**src/rtl/dmem_arbiter.sv**
```systemverilog
// Round-robin arbiter sharing one single-port data RAM between NCORES harts.
// Define DMEM_ARB_RESV_EN to add per-hart LR.W/SC.W reservation tracking.
module dmem_arbiter #(
  parameter int NCORES     = 2,
  parameter int DMEM_ADDRW = 12
) (
  input  logic                         clk_i,
  input  logic                         rst_i,
  input  logic [NCORES-1:0]            re_packed_i,
  input  logic [NCORES-1:0]            we_packed_i,
  input  logic [DMEM_ADDRW*NCORES-1:0] addr_packed_i,
  input  logic [32*NCORES-1:0]         wdata_packed_i,
  input  logic [4*NCORES-1:0]          wstrb_packed_i,
  input  logic [NCORES-1:0]            is_lr_packed_i,
  input  logic [NCORES-1:0]            is_sc_packed_i,
  output logic [NCORES-1:0]            stall_packed_o,
  output logic [32*NCORES-1:0]         rdata_packed_o,
  output logic                         mem_en_o,
  output logic [3:0]                   mem_wstrb_o,
  output logic [DMEM_ADDRW-1:0]        mem_addr_o,
  output logic [31:0]                  mem_wdata_o,
  input  logic [31:0]                  mem_rdata_i
);

  localparam int IDXW = (NCORES > 1) ? $clog2(NCORES) : 1;

  logic [NCORES-1:0]     req;
  logic [DMEM_ADDRW-1:0] addr_a  [NCORES];
  logic [31:0]           wdata_a [NCORES];
  logic [3:0]            wstrb_a [NCORES];

  logic [IDXW-1:0] ptr;
  logic            gnt_valid;
  logic [IDXW-1:0] gnt_idx;
  logic            sc_fail;

  logic            rsp_valid;
  logic [IDXW-1:0] rsp_idx;
  logic            rsp_sc;
  logic            rsp_fail;

  assign req = re_packed_i | we_packed_i;

  for (genvar k = 0; k < NCORES; k++) begin : g_unpack
    assign addr_a[k]  = addr_packed_i[k*DMEM_ADDRW +: DMEM_ADDRW];
    assign wdata_a[k] = wdata_packed_i[k*32 +: 32];
    assign wstrb_a[k] = wstrb_packed_i[k*4 +: 4];
  end

  // First requester found scanning upward from ptr (with wrap) wins the RAM.
  always_comb begin
    logic [IDXW-1:0] cand;
    gnt_valid = 1'b0;
    gnt_idx   = '0;
    cand      = '0;
    if (!rst_i) begin
      for (int i = 0; i < NCORES; i++) begin
        cand = IDXW'((int'(ptr) + i) % NCORES);
        if (!gnt_valid && req[cand]) begin
          gnt_valid = 1'b1;
          gnt_idx   = cand;
        end
      end
    end
  end

  always_comb begin
    for (int k = 0; k < NCORES; k++) begin
      stall_packed_o[k] = req[k] && !(gnt_valid && (gnt_idx == IDXW'(k)));
    end
  end

  always_comb begin
    mem_en_o    = gnt_valid;
    mem_addr_o  = '0;
    mem_wdata_o = '0;
    mem_wstrb_o = 4'b0000;
    if (gnt_valid) begin
      mem_addr_o  = addr_a[gnt_idx];
      mem_wdata_o = wdata_a[gnt_idx];
      if (we_packed_i[gnt_idx] && !sc_fail) begin
        mem_wstrb_o = wstrb_a[gnt_idx];
      end
    end
  end

`ifdef DMEM_ARB_RESV_EN
  logic [NCORES-1:0]     resv_valid;
  logic [DMEM_ADDRW-1:0] resv_addr [NCORES];

  assign sc_fail = gnt_valid && is_sc_packed_i[gnt_idx] &&
                   !(resv_valid[gnt_idx] && (resv_addr[gnt_idx] == addr_a[gnt_idx]));

  // Only one hart is granted per cycle, so an LR and a clearing write never collide.
  always_ff @(posedge clk_i) begin
    if (rst_i) begin
      resv_valid <= '0;
    end else if (gnt_valid) begin
      for (int k = 0; k < NCORES; k++) begin
        if ((IDXW'(k) != gnt_idx) && (mem_wstrb_o != 4'b0000) &&
            (resv_addr[k] == addr_a[gnt_idx])) begin
          resv_valid[k] <= 1'b0;
        end
      end
      if (is_sc_packed_i[gnt_idx]) begin
        resv_valid[gnt_idx] <= 1'b0;
      end else if (is_lr_packed_i[gnt_idx]) begin
        resv_valid[gnt_idx] <= 1'b1;
        resv_addr[gnt_idx]  <= addr_a[gnt_idx];
      end
    end
  end
`else
  logic unused_lr;
  assign unused_lr = ^is_lr_packed_i;
  assign sc_fail   = 1'b0;
`endif

  always_ff @(posedge clk_i) begin
    if (rst_i) begin
      ptr       <= '0;
      rsp_valid <= 1'b0;
      rsp_idx   <= '0;
      rsp_sc    <= 1'b0;
      rsp_fail  <= 1'b0;
    end else begin
      rsp_valid <= gnt_valid;
      rsp_idx   <= gnt_idx;
      rsp_sc    <= gnt_valid && is_sc_packed_i[gnt_idx];
      rsp_fail  <= sc_fail;
      if (gnt_valid) begin
        ptr <= (gnt_idx == IDXW'(NCORES - 1)) ? '0 : gnt_idx + IDXW'(1);
      end
    end
  end

  // Response gated by reset so an in-flight read is dropped immediately.
  always_comb begin
    rdata_packed_o = '0;
    for (int k = 0; k < NCORES; k++) begin
      if (rsp_valid && !rst_i && (rsp_idx == IDXW'(k))) begin
        rdata_packed_o[k*32 +: 32] = rsp_sc ? {31'b0, rsp_fail} : mem_rdata_i;
      end
    end
  end

endmodule

```
**config.mk**
```make
export PLATFORM = sky130hd
export DESIGN_NAME = dmem_arbiter
export DESIGN_NICKNAME = d
export VERILOG_FILES = /design/src/rtl/dmem_arbiter.sv
export SDC_FILE = /design/constraint.sdc
export NUM_CORES = 1
export LEC_CHECK = 0
export BUFFER_PORTS_ARGS = -buffer_cell sky130_fd_sc_hd__buf_2
export CORE_AREA = 2 2 98 100
export CTS_BUF_LIST = sky130_fd_sc_hd__clkbuf_16
export CTS_CLUSTER_DIAMETER = 200
export DETAILED_ROUTE_END_ITERATION = 10
export DIE_AREA = 0 0 100 102
export GPL_TIMING_DRIVEN = 0
export SETUP_SLACK_MARGIN = 0.15
export SLEW_MARGIN = 20
export SYNTH_ARGS = -nofsm -noshare
export SYNTH_HDL_FRONTEND = slang
export SYNTH_SLANG_ARGS = --single-unit
```
**constraint.sdc**
```tcl
create_clock -name clk_i -period 4 [get_ports clk_i]
set_clock_uncertainty 0.15 [all_clocks]
set_input_delay 0.4 -clock clk_i [delete_from_list [all_inputs] [get_ports clk_i]]
set_output_delay 0.4 -clock clk_i [all_outputs]
set_load 0.03 [all_outputs]
```
## Word-level counts from Yosys, hierarchy flattened

Index checks and enable logic that the tools add are counted.

- Input port bits: 138
- Word-level logic and storage cells: 59
- Bits in registers: 4
- Output and inout bits: 115

- Reductions and logical operators: 13
- Muxes and demuxes: 32
- $lt $le $gt $ge: 4
- Add/subtract/negate cells: 2
- Bitwise logic cells: 4

Operators by type and width:

| cell | count |
|---|---|
| $mux 32 | 7 |
| $mux 12 | 4 |
| $mux 4 | 5 |
| $mux 1 | 16 |
| $logic_and 1x1->1 | 9 |
| $lt 1x2->1 const B | 3 |
| $logic_not 1->1 | 4 |
| $add 1x1->1 const B | 2 |
| $ge 2x2->1 const B | 1 |
| $not 1->1 | 2 |
| $not 1->2 | 1 |
| $or 2x2->2 | 1 |

## Longest topological paths before layout

Gate-level depths: netlist (run 1).

- Depth after elaboration: 15
- Gate-level depth with buffers: 4
- Mapped depth without buffers: 3

## Least setup slack after synthesis (run 1)

OpenSTA, ideal clock, no wires.

- Path kind: in2out
- Start: input re_packed_i[1]
- End: output mem_wdata_o[3]
- Path buffers: 1
- Data arrival time: 1,513 ps
- Cell stages on the path: 4
- Required time: 3,450 ps
- Setup slack: 1,937 ps
- Path through: or2_4 a211oi_4 buf_6 a22o_1

- Cells in the longest elaborated chain, start to end: 14
- Elaborated cells on any way between the ends: 19
- Those cells by class: mux: 15; bitwise: 2; reduce/logical: 2

Ends and longest elaborated chain:

| element | line | source |
|---|---|---|
| from (decl) | 9 | `input logic [NCORES-1:0] re_packed_i,` |
| $or 2x2->2 * | 42 | `assign req = re_packed_i \| we_packed_i;` |
| $mux 1 (implied by the code) (2 in series) | 59 | `if (!gnt_valid && req[cand]) begin` |
| $mux 1 | 59 |  |
| $mux 1 | 56 | `if (!rst_i) begin` |
| $logic_not 1->1 | 59 |  |
| $logic_and 1x1->1 | 59 |  |
| $mux 1 | 59 |  |
| $mux 1 | 56 |  |
| $not 1->2 (implied by the code) | 80 | `mem_wdata_o = wdata_a[gnt_idx];` |
| $mux 32 (implied by the code) (3 in series) | 80 |  |
| $mux 32 * | 78 | `if (gnt_valid) begin` |
| to (decl) | 21 | `output logic [31:0] mem_wdata_o,` |

Mark *: on every way between the ends. The rest lies on a longest branch, timed or not. The select of a mux whose other input is x is not followed.

## Worst setup path in the final report (run 1)

- Start: input re_packed_i[1]
- End: output mem_addr_o[9]

- Cells in the longest elaborated chain, start to end: 14
- Elaborated cells on any way between the ends: 19
- Those cells by class: mux: 15; bitwise: 2; reduce/logical: 2

Ends and longest elaborated chain:

| element | line | source |
|---|---|---|
| $or 2x2->2 * | 42 |  |
| $mux 1 (implied by the code) (2 in series) | 59 |  |
| $mux 1 | 59 |  |
| $mux 1 | 56 |  |
| $logic_not 1->1 | 59 |  |
| $logic_and 1x1->1 | 59 |  |
| $mux 1 | 59 |  |
| $mux 1 | 56 |  |
| $not 1->2 (implied by the code) | 79 | `mem_addr_o = addr_a[gnt_idx];` |
| $mux 12 (implied by the code) (3 in series) | 79 |  |
| $mux 12 * | 78 |  |
| to (decl) | 20 | `output logic [DMEM_ADDRW-1:0] mem_addr_o,` |

Marked as above.

==> results of run 1 <==
-- worst paths after layout --
| kind | endpoint | slack [ns] | depth (start not counted) | from |
|---|---|---|---|---|
| setup / recovery | mem_addr_o[9] | 1.57 | 6 | re_packed_i[1] |
| hold / removal | rsp_sc | 0.30 | 3 | is_sc_packed_i[0] |
| hold reg to reg | ptr | 0.48 | 1 | ptr |
| setup reg to reg | rsp_idx | 2.55 | 3 | ptr |
-- placed cells by master, fill, tap and decap left out, drive strengths merged --
| master | count |
|---|---|
| nand2b | 33 |
| buf | 258 |
| inv | 3 |
| o21ba | 2 |
| nand3 | 8 |
| o21bai | 2 |
| a211oi | 2 |
| a22o | 42 |
| clkbuf | 12 |
| or2 | 1 |
| a21boi | 1 |
| o221ai | 1 |
| dfxtp | 4 |
| o21ai | 7 |
| nor2 | 69 |
| nand3b | 1 |
| nor3 | 1 |
| a21oi | 7 |
| a21o | 1 |
-- cell type report --
cell class | count | area, um2
buffer | 17 | 124
clock buffer | 3 | 75.1
fill | 990 | 6330
inverter | 3 | 11.3
multi-input combinational | 178 | 1100
sequential | 4 | 80.1
tap | 111 | 139
timing repair buffer | 250 | 1250
-- per-layer routing --
layer / part of all wire / global-route usage / up-vias
met5: 0 / 0 / -
met3: 0.093 / 0.0260 / 2
met4: 0.0027 / 0.0190 / 0
met2: 0.54 / 0.248 / 150
li1: - / - / 1220
met1: 0.37 / 0.122 / 1050
-- cell families (layout without fill, tap and decap cells) --
kind of cell	count (synthesis)	after routing	synth area share
AND/OR/NAND/NOR	113	113	0.406
AO/OA/AOI/OAI	65	65	0.430
buffers and inverters	20	273	0.103
flip-flops	4	4	0.0609
-- stage by stage --
step | hold slack (ns) | utilization | cells
floorplan | 0.323 | - | 202
global placement | 0.456 | 0.297 | 563
detailed placement | 0.467 | 0.297 | 563
CTS | 0.290 | 0.305 | 566
global route | 0.316 | 0.305 | 566
finish | 0.300 | 0.305 | 566
-- flip-flops by register name (all words and copies together) (netlist names) --
name and cells:
rsp_idx 1, rsp_valid 1, ptr 1, rsp_sc 1
-- worst min-delay path, stage by stage --
cell and delay, ns:
buf_2 0.09, o21ai_0 0.06, a21oi_1 0.06
-- power breakdown --
group	internal, mW	switching (mW)	total (mW)
sequential	0.0433	0.00377	0.0471
clock	0.128	0.0259	0.153
combinational	0.159	0.248	0.407
total	0.330	0.277	0.607
==> implementation parameters, run 1 <==
Parameter                              Value

Run status
  Result of the run    finished clean

Drt
  DRT iter0 DRCs    slightly above 50
  Routed length per instance    around 13 um
  Via Count    2422
  Drc violations    0
  Post-route ant nets    0
  Pre-Repair DR Iteration Count    4
  Vias per cell    between 4 and 5
  Total wirelength of the detailed-routed design    approximately 7.1 mm

STA
  Final count of negative-setup-slack endpoints    0
  Normalized max-slew margin    0.569
  Highest clock frequency the design can meet    roughly 400 MHz
  Share of the clock period used by the worst path after layout    0.608
  Total negative slack for setup checks    0 ns
  Max-slew violation count    0
  Final critical-path setup slack    about 1.6 ns
  Hold violation total from the final report    0
  Clock period minus final worst setup slack    about 2.4 ns
  Unrepaired setup endpoints after global routing    false
  Slew at the pin closest to its max-slew limit    0.645 ns

Clocking
  Number of levels in the clock H-tree    1
  Number of hold buffers added after cts    0
  Clock tree from TritonCTS    yes
  Clock sink total    4
  Clk Latency, worst-skew pair    between 0.2 and 0.25 ns
  Cells resized by post-CTS repair    0
  Total clock buffers created by CTS    3
  Number of setup buffers added after CTS    0
  Clock slew at reported path FFs    around 0.030 ns
  Clk root buf    clkbuf_16
  Number of buffers on the longest clock path    2

Synth
  Top_reg_cell synth    dfxtp_1
  Share of synthesized area occupied by flip-flops and latches    0.0609
  Count of unique library cells instantiated by Yosys    22
  Syn Area/Cell    6.51 um2
  Fraction of synthesis flops using an asynchronous set or reset pin    0
  Cell types occupying the most area after synthesis    a22o_2, nor2_1, nand2b_1, buf_6, dfxtp_1
  Most instantiated library cell after synthesis    nor2_1
  Synth warn    0
  Share of the synthesized area in the top cell type    0.251
  Area leader, netlist    a22o_2
  Synth Register Bits    4
  Gate count after technology mapping    roughly 200
  Summed instance area of the synthesized netlist    1320 um2
  Syn Nets    between 300 and 400
  Number of synthesized flops with an enable pin    0
  Leading cell types by count after synthesis    nor2_1, a22o_2, nand2b_1, a22o_1, clkbuf_1

Power and ir drop
  Reported leakage power    about 1.7 nW
  Worst VDD drop    ~0.11 mV
  Total power of the final layout    roughly 0.61 mW
  Power per Cell Area    roughly 220 nW/um2

Global route
  Number of antenna violations at the first check in global routing    0
  Global Route Usage Sum    0.119
  Vias in the first global route    ~2200
  Residual overflow from global routing    0
  First-pass GRT wire length    9.81 mm
  Largest net degree at the start of global routing    11

Cells and area
  Fin nets    595
  Final Cell Area    2780 um2
  Post-synthesis to final-layout area growth    111%
  Share of final-layout standard cells stronger than drive strength 1    0.657
  Ant. Diodes    0

Floorplanning
  Initial core utilization    0.144
  Standard cell core area    ~9000 um2
  Overall die area    ~10000 um2
  I/O pin total    between 200 and 300
  DIE HEIGHT    102 um
  Die boundary width    about 100 um
  Num rows    35

Placed design
  Placed standard-cell area    2710 um2
  Placement-stage worst setup slack    approximately 1.6 ns
  Estimated wirelength of the detail-placed design    6.17 mm
  Port-buffer cells    250
  Final estimated routing congestion in global placement    between 0.7 and 0.8

Run
  Max cap viols    0

Hold path
  Type of the worst min-delay path    in -> reg

Worst setup path
  Critical-path cell with the highest stage delay    a211oi_4
  Max stage delay on crit path    0.54 ns
  Critical path startpoint category    primary input
  Critical path capture point type    output port
  Dominant cell type by count on the critical path    buf_2
  WP data arrival    1.88 ns
  Maximum fanout along the worst path    10
  Cells traversed along the worst timing path    buf_2 > or2_4 > a211oi_4 > buf_6 > a22o_2 > buf_2
  Buffers plus inverters on the worst setup path    3
  Data required time of the critical path    roughly 3.5 ns
  CP Class    in -> out
  Family with the most delay on the worst path    compound AO/OA/AOI/OAI gates
(Power assumes the default switching activity.)
==> inputs of run 2 (changes only) <==
Settings changed: ABC_AREA set to 1, CORE_AREA 2 2 98 100 to 2 2 97 99, DIE_AREA 0 0 100 102 to 0 0 99 101.
Clock period 4 ns to 2.5 ns, I/O delays scaled along.
==> implementation parameters, run 2 <==
Parameter                              Value

Run status
  Result of the run    finished clean (unchanged)

Placed design
  Estimated wirelength of the detail-placed design    6.20 mm (was 6.17 mm)
  Port-buffer cells    250 (unchanged)
  Placement-stage worst setup slack    0.577 ns (was 1.55 ns)
  Final estimated routing congestion in global placement    0.777 (was 0.758)

Synth
  Top_reg_cell synth    dfxtp_1 (unchanged)
  Share of synthesized area occupied by flip-flops and latches    0.0571 (was 0.0609)
  Leading cell types by count after synthesis    nand2_1, nor3_1, inv_1, buf_2, nor2_1 (was nor2_1, a22o_2, nand2b_1, a22o_1, clkbuf_1)
  Count of unique library cells instantiated by Yosys    22 (unchanged)
  Gate count after technology mapping    299 (was 202)
  Number of synthesized flops with an enable pin    0 (unchanged)
  Cell types occupying the most area after synthesis    nand2_1, nor3_1, inv_1, dfxtp_1, buf_8 (was a22o_2, nor2_1, nand2b_1, buf_6, dfxtp_1)
  Fraction of synthesis flops using an asynchronous set or reset pin    0 (unchanged)
  Area leader, netlist    nand2_1 (was a22o_2)
  Most instantiated library cell after synthesis    nand2_1 (was nor2_1)
  Summed instance area of the synthesized netlist    1400 um2 (was 1320 um2)
  Syn Nets    437 (was 340)
  Syn Area/Cell    4.69 um2 (was 6.51 um2)
  Synth warn    0 (unchanged)
  Synth Register Bits    4 (unchanged)
  Share of the synthesized area in the top cell type    0.383 (was 0.251)

Clocking
  Clk root buf    clkbuf_16 (unchanged)
  Total clock buffers created by CTS    3 (unchanged)
  Clk Latency, worst-skew pair    0.22 ns (about the same)
  Clock slew at reported path FFs    0.03 ns (about the same)
  Number of setup buffers added after CTS    0 (unchanged)
  Clock tree from TritonCTS    yes (unchanged)
  Clock sink total    4 (unchanged)
  Cells resized by post-CTS repair    0 (unchanged)
  Number of levels in the clock H-tree    1 (unchanged)
  Number of buffers on the longest clock path    2 (unchanged)
  Number of hold buffers added after cts    0 (unchanged)

Cells and area
  Filler instances    1007 (was 990)
  Post-synthesis to final-layout area growth    105% (was 111%)
  Share of final-layout standard cells stronger than drive strength 1    0.511 (was 0.657)
  Most common cell after layout, fill and taps aside    buf_2 (unchanged)
  Ant. Diodes    0 (unchanged)
  Leading cell types in the layout, fill and taps excluded    buf_2, nand2_1, nor3_1, inv_1, nor2_1 (was buf_2, nor2_1, nand2b_1, a22o_2)
  Fin nets    692 (was 595)

STA
  Slew at the pin closest to its max-slew limit    0.496 ns (was 0.645 ns)
  Final count of negative-setup-slack endpoints    0 (unchanged)
  Normalized max-slew margin    0.669 (was 0.569)
  Max-slew violation count    0 (unchanged)
  Hold violation total from the final report    0 (unchanged)
  Final critical-path setup slack    0.559 ns (was 1.57 ns)
  Highest clock frequency the design can meet    approximately 500 MHz
  Share of the clock period used by the worst path after layout    0.777
  Unrepaired setup endpoints after global routing    false (unchanged)
  Clock period minus final worst setup slack    1.94 ns
  Total negative slack for setup checks    0 ns (unchanged)

Drt
  Post-route ant nets    0 (unchanged)
  DRT iter0 DRCs    55 (was 51)
  Via Count    2766 (was 2422)
  Pre-Repair DR Iteration Count    4 (unchanged)
  Drc violations    0 (unchanged)
  Routed length per instance    10.7 um (was 12.6 um)
  Total wirelength of the detailed-routed design    7.10 mm (was 7.11 mm)
  Vias per cell    4.17 (was 4.28)

Power and ir drop
  Reported leakage power    2.02 nW (was 1.72 nW)
  Worst VDD drop    0.129 mV (was 0.112 mV)
  Power per Cell Area    367 nW/um2 (was 218 nW/um2)

Floorplanning
  I/O pin total    253 (unchanged)
  DIE HEIGHT    101 um (was 102 um)
  Initial core utilization    0.156 (was 0.144)
  Standard cell core area    8980 um2 (was 9110 um2)
  Num rows    35 (unchanged)
  Die boundary width    99 um (was 100 um)
  Overall die area    10000 um2 (was 10200 um2)

Worst setup path
  Critical path capture point type    output port (unchanged)
  WP data arrival    1.54 ns (was 1.88 ns)
  CP Class    reg -> out (was in -> out)
  Data required time of the critical path    2.10 ns (was 3.45 ns)
  Maximum fanout along the worst path    10 (unchanged)
  Critical path startpoint category    register (was primary input)

Global route
  First-pass GRT wire length    10.7 mm (was 9.81 mm)
  Residual overflow from global routing    0 (unchanged)
  Number of antenna violations at the first check in global routing    0 (unchanged)
  Global Route Usage Sum    0.126 (was 0.119)
  Vias in the first global route    2412 (was 2164)
  Largest net degree at the start of global routing    11 (unchanged)

Run
  Max cap viols    0 (unchanged)

Hold path
  Type of the worst min-delay path    in -> reg (unchanged)
==> run 2: changes by cell type in the layout (fill, tap and decap cells not counted), moves of 33 or more <==
cell      delta
a22o_2      -33
inv_1       +35
nand2_1    +143
nand2b_1    -33
nor2_1      -61
nor3_1      +63
==> run 2: worst paths after layout <==
kind | end | from | depth (start not counted) | slack (ns)
setup reg to reg | rsp_sc | ptr | 7 | 1.31
hold reg to reg | ptr | ptr | 2 | 0.32
hold / removal | ptr | rst_i | 2 | 0.07
setup / recovery | rdata_packed_o[55] | rsp_sc | 4 | 0.56
==> run 2: cell type report <==
cell class | instances | area (um2) | share of cell area
Buffer | 22 | 151 | 0.0528
Clock buffer | 3 | 75.1 | 0.0262
Inverter | 40 | 155 | 0.0541
Multi-Input combinational cell | 233 | 1010 | 0.354
Sequential cell | 4 | 80.1 | 0.0279
Tap cell | 111 | 139 | 0.0485
Timing Repair Buffer | 250 | 1250 | 0.436
==> run 2: critical path, stage by stage, from the launching register on <==
cell	delay, ns
dfxtp_1	0.29
buf_2	0.17
clkbuf_1	0.24
nor3_1	0.35
buf_2	0.26
==> run 2: kinds of logic (layout without fill, tap and decap cells) <==
logic type | Yosys count | in the layout | share of synthesized area
AOI/OAI and AO/OA | 8 | 8 | 0.0384
buffers and inverters | 62 | 315 | 0.219
DFF | 4 | 4 | 0.0571
and+or+nand+nor | 225 | 225 | 0.686
==> run 2: through the flow <==
step	total power [mW]	util	area, um2	cells	hold slack (ns)
after floorplan	0.545	-	1400	299	0.169
after global placement	0.810	0.311	2790	660	0.298
after detailed placement	0.816	0.311	2790	660	0.304
after CTS	1.07	0.319	2870	663	0.0701
after global routing	1.13	0.319	2870	663	0.0707
final	1.05	0.319	2870	663	0.0720
==> run 2: power breakdown <==
part	total, mW	switching, mW	leakage (nW)	internal, mW
sequential	0.0722	0.00227	0.0334	0.0699
clock	0.245	0.0413	0.0370	0.204
combinational	0.735	0.493	1.95	0.242
total	1.05	0.536	2.02	0.516
==> run 2: layer usage <==
metal  global-route usage  routed length, um  vias up
met5                    0                  0        -
met4               0.0316                 89        0
met3               0.0173                694        6
met2                0.242               3620      158
met1                0.145               2700     1180
li1                     -                  -     1422
